--- config.mk ---
export PLATFORM = sky130hd
export DESIGN_NAME = serial_add_ctrl_flat
export DESIGN_NICKNAME = d
export VERILOG_FILES = /design/src/rtl/serial_add_ctrl_if.sv /design/src/rtl/serial_add_ctrl.sv /design/src/flat_wrapper.sv
export SDC_FILE = /design/constraint.sdc
export NUM_CORES = 1
export LEC_CHECK = 0
export CORE_ASPECT_RATIO = 0.7
export CORE_UTILIZATION = 53
export CTS_CLUSTER_SIZE = 12
export DETAILED_ROUTE_END_ITERATION = 10
export GPL_TIMING_DRIVEN = 0
export PLACE_DENSITY = 0.8
export RECOVER_POWER = 100
export SETUP_SLACK_MARGIN = 0.4
export SYNTH_ARGS = -nofsm -noshare
export SYNTH_HDL_FRONTEND = slang
export SYNTH_SLANG_ARGS = --single-unit
--- constraint.sdc ---
create_clock -name clk -period 1.55 [get_ports clk]
set_input_delay 0.31 -clock clk [delete_from_list [all_inputs] [get_ports clk]]
set_output_delay 0.31 -clock clk [all_outputs]
set_load 0.05 [all_outputs]
--- src/rtl/serial_add_ctrl_if.sv ---
// Handshake and operand/result bundle for the bit-serial add/subtract controller.
// The requester drives the master side; serial_add_ctrl sits on the slave side.
interface serial_add_ctrl_if #(
   parameter int WIDTH = 32
);
   logic             inp_start;
   logic             inp_sub;
   logic [WIDTH-1:0] inp_a;
   logic [WIDTH-1:0] inp_b;
   logic             inp_cin;
   logic             out_busy;
   logic             out_done;
   logic [WIDTH-1:0] out_result;
   logic             out_carry;
   logic             out_overflow;

   modport master (
      output inp_start, inp_sub, inp_a, inp_b, inp_cin,
      input  out_busy, out_done, out_result, out_carry, out_overflow
   );

   modport slave (
      input  inp_start, inp_sub, inp_a, inp_b, inp_cin,
      output out_busy, out_done, out_result, out_carry, out_overflow
   );
endinterface

--- src/rtl/serial_add_ctrl.sv ---
// Bit-serial add/subtract sequencer: one shared 1-bit full-adder cell walks an
// operand pair LSB first, one bit per clock, with a start/busy/done handshake.
module serial_add_ctrl #(
   parameter int WIDTH = 32
) (
   input logic              clk,
   input logic              rst,
   serial_add_ctrl_if.slave bus
);
   localparam int CNT_W = $clog2(WIDTH) + 1;

   localparam logic [1:0] IDLE = 2'd0;
   localparam logic [1:0] RUN  = 2'd1;
   localparam logic [1:0] DONE = 2'd2;

   localparam logic [CNT_W-1:0] LAST_BIT = CNT_W'(WIDTH - 1);

   logic [1:0]       state;
   logic [WIDTH-1:0] a_sh;
   logic [WIDTH-1:0] b_sh;
   logic [WIDTH-2:0] r_sh;
   logic [CNT_W-1:0] cnt;
   logic             carry_ff;

   logic             fa_sum;
   logic             fa_carry;
   logic [WIDTH-1:0] r_next;

   logic             done_q;
   logic [WIDTH-1:0] result_q;
   logic             carry_q;
   logic             overflow_q;

   logic             accepting;

   // The single full-adder cell shared by every bit position.
   always_comb begin
      fa_sum   = a_sh[0] ^ b_sh[0] ^ carry_ff;
      fa_carry = (a_sh[0] & b_sh[0]) | (carry_ff & (a_sh[0] ^ b_sh[0]));
   end

   // r_sh keeps only the upper WIDTH-1 partial bits; the lowest bit of the
   // finished word falls out of it on the MSB step.
   assign r_next    = {fa_sum, r_sh};
   assign accepting = (state == IDLE) || (state == DONE);

   always_ff @(posedge clk) begin
      if (rst) begin
         state      <= IDLE;
         a_sh       <= '0;
         b_sh       <= '0;
         r_sh       <= '0;
         cnt        <= '0;
         carry_ff   <= 1'b0;
         done_q     <= 1'b0;
         result_q   <= '0;
         carry_q    <= 1'b0;
         overflow_q <= 1'b0;
      end else begin
         done_q <= 1'b0;
         case (state)
            IDLE, DONE: begin
               if (accepting && bus.inp_start) begin
                  a_sh     <= bus.inp_a;
                  b_sh     <= bus.inp_sub ? ~bus.inp_b : bus.inp_b;
                  carry_ff <= bus.inp_sub ? 1'b1 : bus.inp_cin;
                  cnt      <= '0;
                  state    <= RUN;
               end else begin
                  state <= IDLE;
               end
            end
            RUN: begin
               a_sh     <= {1'b0, a_sh[WIDTH-1:1]};
               b_sh     <= {1'b0, b_sh[WIDTH-1:1]};
               r_sh     <= r_next[WIDTH-1:1];
               carry_ff <= fa_carry;
               cnt      <= cnt + CNT_W'(1);
               if (cnt == LAST_BIT) begin
                  // carry_ff here is the carry into the MSB, fa_carry the carry out.
                  result_q   <= r_next;
                  carry_q    <= fa_carry;
                  overflow_q <= carry_ff ^ fa_carry;
                  done_q     <= 1'b1;
                  state      <= DONE;
               end
            end
            default: state <= IDLE;
         endcase
      end
   end

   assign bus.out_busy     = (state == RUN);
   assign bus.out_done     = done_q;
   assign bus.out_result   = result_q;
   assign bus.out_carry    = carry_q;
   assign bus.out_overflow = overflow_q;
endmodule

--- src/flat_wrapper.sv ---
// flat-port wrapper written by rule: the top's interface ports become plain ports
module serial_add_ctrl_flat 
#(
   parameter int WIDTH = 32
)
  (clk, rst, bus_inp_start, bus_inp_sub, bus_inp_a, bus_inp_b, bus_inp_cin, bus_out_busy, bus_out_done, bus_out_result, bus_out_carry, bus_out_overflow);
  serial_add_ctrl_if #(.WIDTH(WIDTH)) bus_i ();
  input logic clk;
  input logic rst;
  input wire logic [$bits(bus_i.inp_start)-1:0] bus_inp_start;
  input wire logic [$bits(bus_i.inp_sub)-1:0] bus_inp_sub;
  input wire logic [$bits(bus_i.inp_a)-1:0] bus_inp_a;
  input wire logic [$bits(bus_i.inp_b)-1:0] bus_inp_b;
  input wire logic [$bits(bus_i.inp_cin)-1:0] bus_inp_cin;
  output wire logic [$bits(bus_i.out_busy)-1:0] bus_out_busy;
  output wire logic [$bits(bus_i.out_done)-1:0] bus_out_done;
  output wire logic [$bits(bus_i.out_result)-1:0] bus_out_result;
  output wire logic [$bits(bus_i.out_carry)-1:0] bus_out_carry;
  output wire logic [$bits(bus_i.out_overflow)-1:0] bus_out_overflow;
  assign bus_i.inp_start = bus_inp_start;
  assign bus_i.inp_sub = bus_inp_sub;
  assign bus_i.inp_a = bus_inp_a;
  assign bus_i.inp_b = bus_inp_b;
  assign bus_i.inp_cin = bus_inp_cin;
  assign bus_out_busy = bus_i.out_busy;
  assign bus_out_done = bus_i.out_done;
  assign bus_out_result = bus_i.out_result;
  assign bus_out_carry = bus_i.out_carry;
  assign bus_out_overflow = bus_i.out_overflow;
  serial_add_ctrl #(.WIDTH(WIDTH)) u_core (.clk(clk), .rst(rst), .bus(bus_i));
endmodule
==> impl_metrics.yaml <==
power:
  seqPwrFrac: 0.386
  pwr_density_cell_nw_per_um2: 1030
  intPower_mw: 7.17
  p_sw_mw: 2.82
  p_leak_nw: 3.55
  ir_drop_mv: 1.04
  power_mw: 9.99
  combPwrFrac: 0.184
  clkPwrFrac: 0.430
  power_switching_share: 0.282
grt:
  grt_pass1_wl_mm: 28.3
  grt_util_all_layers: 0.312
  grt_use_met3: 0.0675
  grt_max_degree: 17
  grt_busiest_layer: "met2"
  antenna_found_initial: 2
  grt_pass1_vias: 5754
  grtUsageMet2: 0.525
  overflow: 0
  grt_util_met1: 0.385
place:
  dp_hpwl_mm: 9.63
  place_ws_ps: -491
  port_buffers: 102
  dp.cells: 911
  gp_congestion: 0.820
floorplan:
  core_area_um2: 10600
  rows: 31
  ios: 105
  dieArea_um2: 11600
  initial_core_util: 0.557
  die-height_um: 90.3
  die_w_um: 128
timing:
  hold_slack_ps: 352
  hold_violations: 0
  fmax_mhz: 504
  tightestPinTransition_ps: 728
  setup_violations: 133
  rsz0062_at_grt: "yes"
  fin_ws_ps: -434
  slew_headroom: 0.515
  finClkSkew_ps: 10.3
  slew_viol_final: 0
  period_needed_ps: 1980
  fin_crit_sh: 1.28
clock_tree:
  clock_sinks: 139
  cts_hold_buf: 0
  clk_latency_ps: 440
  cts_inserted_buffers: 17
  clkTransAtPathRegs_ps: 70
  htree_levels: 4
  cts_tree: "built"
  ctsLongestPathBuffers: 2
  clockRootBuffer: "clkbuf_16"
run_status:
  run_status: "finished with violations"
  violations: "negative setup slack"
final_layout:
  final_cells: 1003
  multiInputGateArea_um2: 3710
  antenna-diode-count: 0
  fin_nets: 913
  num-fill-cells: 287
  drive_above_1_share: 0.461
  syn_to_final_growth_pct: 65.1
  ff_latch_area_um2: 2840
critical_path:
  worstPathArrival_ps: 2270
  cpMaxStageDelayCell: "a21oi_1"
  cp_max_fo: 7
  crit_buf_inv: 5
  worstSetupStartpointType: "flop"
  worstPathRequired_ps: 1840
  cp-end-kind: "flop"
  critPathMostFrequentCell: "buf_8"
  worstSetupPathType: "reg2reg"
  max_stage_delay_ps: 540
  worstPathCellList: "nand2b_4, buf_8, inv_8, buf_6, buf_16, buf_8, a21oi_1, a211oi_2"
  worst_path_dominant_cell_family: "compound AO/OA/AOI/OAI gates"
yosys:
  synthesis.area_um2: 5900
  ys_top_cells_by_area: "dfxtp_1, a21oi_1, a22oi_1"
  synth.distinct_cells: 30
  synth.net_count: 732
  synth_edf_count: 0
  avgSynthCellArea_um2: 8.92
  yosysMostFrequentCell: "dfxtp_1"
  synth_common_cells: "dfxtp_1, a21oi_1, nand3_1, nand2b_1, nand2_1"
  synth_ff_type: "dfxtp_1"
  async_reset_ff_frac: 0
  synthCells: 661
  ys_warn_count: 0
  synth_top_area_cell: "dfxtp_1"
  yosysSeqAreaShare: 0.472
  synth_top_cell_area_share: 0.472
  ys_ff_latch: 139
job:
  maxCapViolations: 0
detailed_routing:
  wl_per_cell_um: 26.9
  viasPerCell: 6.72
  wirelength_mm: 27.0
  vias: 6737
  ant_nets: 0
  first_iter_violations: 838
  dr.pass1.iters: 9
  drc: 0
min_path:
  hold_class: "in2reg"
routing by layer:
layer	up-vias	routed length, um
met5	-	12
li1	2676	-
met4	2	1800
met2	637	12300
met3	202	2930
met1	3220	9870
per-stage QoR:
step / util / area [um2] / TNS [ps]
2_1_floorplan: - / 5950 / 0
3_3_place_gp: 0.676 / 7160 / -13430
3_5_place_dp: 0.676 / 7160 / -15040
4_1_cts: 0.840 / 8890 / -18.4
5_1_grt: 0.920 / 9740 / -16900
6_report: 0.920 / 9740 / -15330
repair_timing:
item,CTS,global route
pin swaps,28,79
resized for setup,459,204
gates cloned,5,12
buffers inserted,21,22
endpoints found under the setup margin,175,175
worst paths after layout:
check,start,endpoint,slack [ps],cells past startpoint
setup / recovery,u_core.state[1]$_SDFFE_PP0P_,u_core.cnt[2]$_SDFFE_PP0P_,-430,8
hold / removal,rst,u_core.bus.out_carry$_SDFFE_PP0P_,350,3
setup reg to reg,u_core.state[1]$_SDFFE_PP0P_,u_core.cnt[2]$_SDFFE_PP0P_,-430,8
hold reg to reg,u_core.bus.out_result[8]$_SDFFE_PP0P_,u_core.bus.out_result[8]$_SDFFE_PP0P_,480,2
sequential cells by signal, indices dropped and copies added, names as in the netlist:
name                     count
u_core.b_sh                 32
u_core.bus.out_carry         1
u_core.cnt                   6
u_core.carry_ff              1
u_core.state                 2
u_core.bus.out_done          1
u_core.bus.out_overflow      1
u_core.bus.out_result       32
u_core.r_sh                 31
u_core.a_sh                 32
power by group through the flow:
stage / Clock [mW] / Sequential [mW] / Combinational, mW
2_1_floorplan: 0 / 3.85 / 0.583
4_1_cts: 4.11 / 3.81 / 1.27
6_report: 4.30 / 3.86 / 1.83
3_3_place_gp: 0 / 3.86 / 0.889
3_5_place_dp: 0 / 3.87 / 0.922
5_1_grt: 4.41 / 3.86 / 1.88
final cells by class:
type	count	share of cell area
Inverter	1	0.00116
Sequential cell	139	0.292
Tap cell	148	0.0190
Clock buffer	22	0.0508
Timing Repair Buffer	162	0.178
Buffer	64	0.0662
Clock inverter	10	0.0117
Multi-Input combinational cell	457	0.381
layout by cell type, fill, tap and decap left out, types with 5 or more instances in the layout:
| cell | count |
|---|---|
| dfxtp_2 | 34 |
| nand3_1 | 53 |
| nand2_1 | 36 |
| clkdlybuf4s50_1 | 65 |
| a21oi_1 | 51 |
| nand3_4 | 5 |
| a21oi_2 | 49 |
| dfxtp_4 | 5 |
| xor2_1 | 32 |
| nand2_2 | 9 |
| clkbuf_16 | 29 |
| buf_8 | 13 |
| buf_6 | 11 |
| nand2b_1 | 68 |
| clkbuf_1 | 10 |
| dfxtp_1 | 100 |
| a22oi_2 | 62 |
| buf_4 | 36 |
| nand3_2 | 13 |
| mux2i_1 | 33 |
| clkbuf_8 | 5 |
| nand2_4 | 22 |
| buf_12 | 18 |
| clkbuf_2 | 45 |
worst min-delay path: cells and delay by family:
family / cells / cell delay (ps)
buffers and inverters: 1 / 210
muxes: 1 / 70
and+or+nand+nor: 1 / 150
kinds of logic (layout without fill, tap and decap cells):
kind of cell,after synthesis,after routing,share of synthesized area
AND/OR/NAND/NOR,217,217,0.187
multiplexers,35,35,0.0598
AO/OA/AOI/OAI,170,170,0.172
buffers and inverters,65,259,0.0541
adder cells (fa/ha/maj),2,2,0.00552
flip-flops,139,139,0.472
XOR/XNOR,33,33,0.0490
No activity file was read; power rests on OpenSTA's default activity.
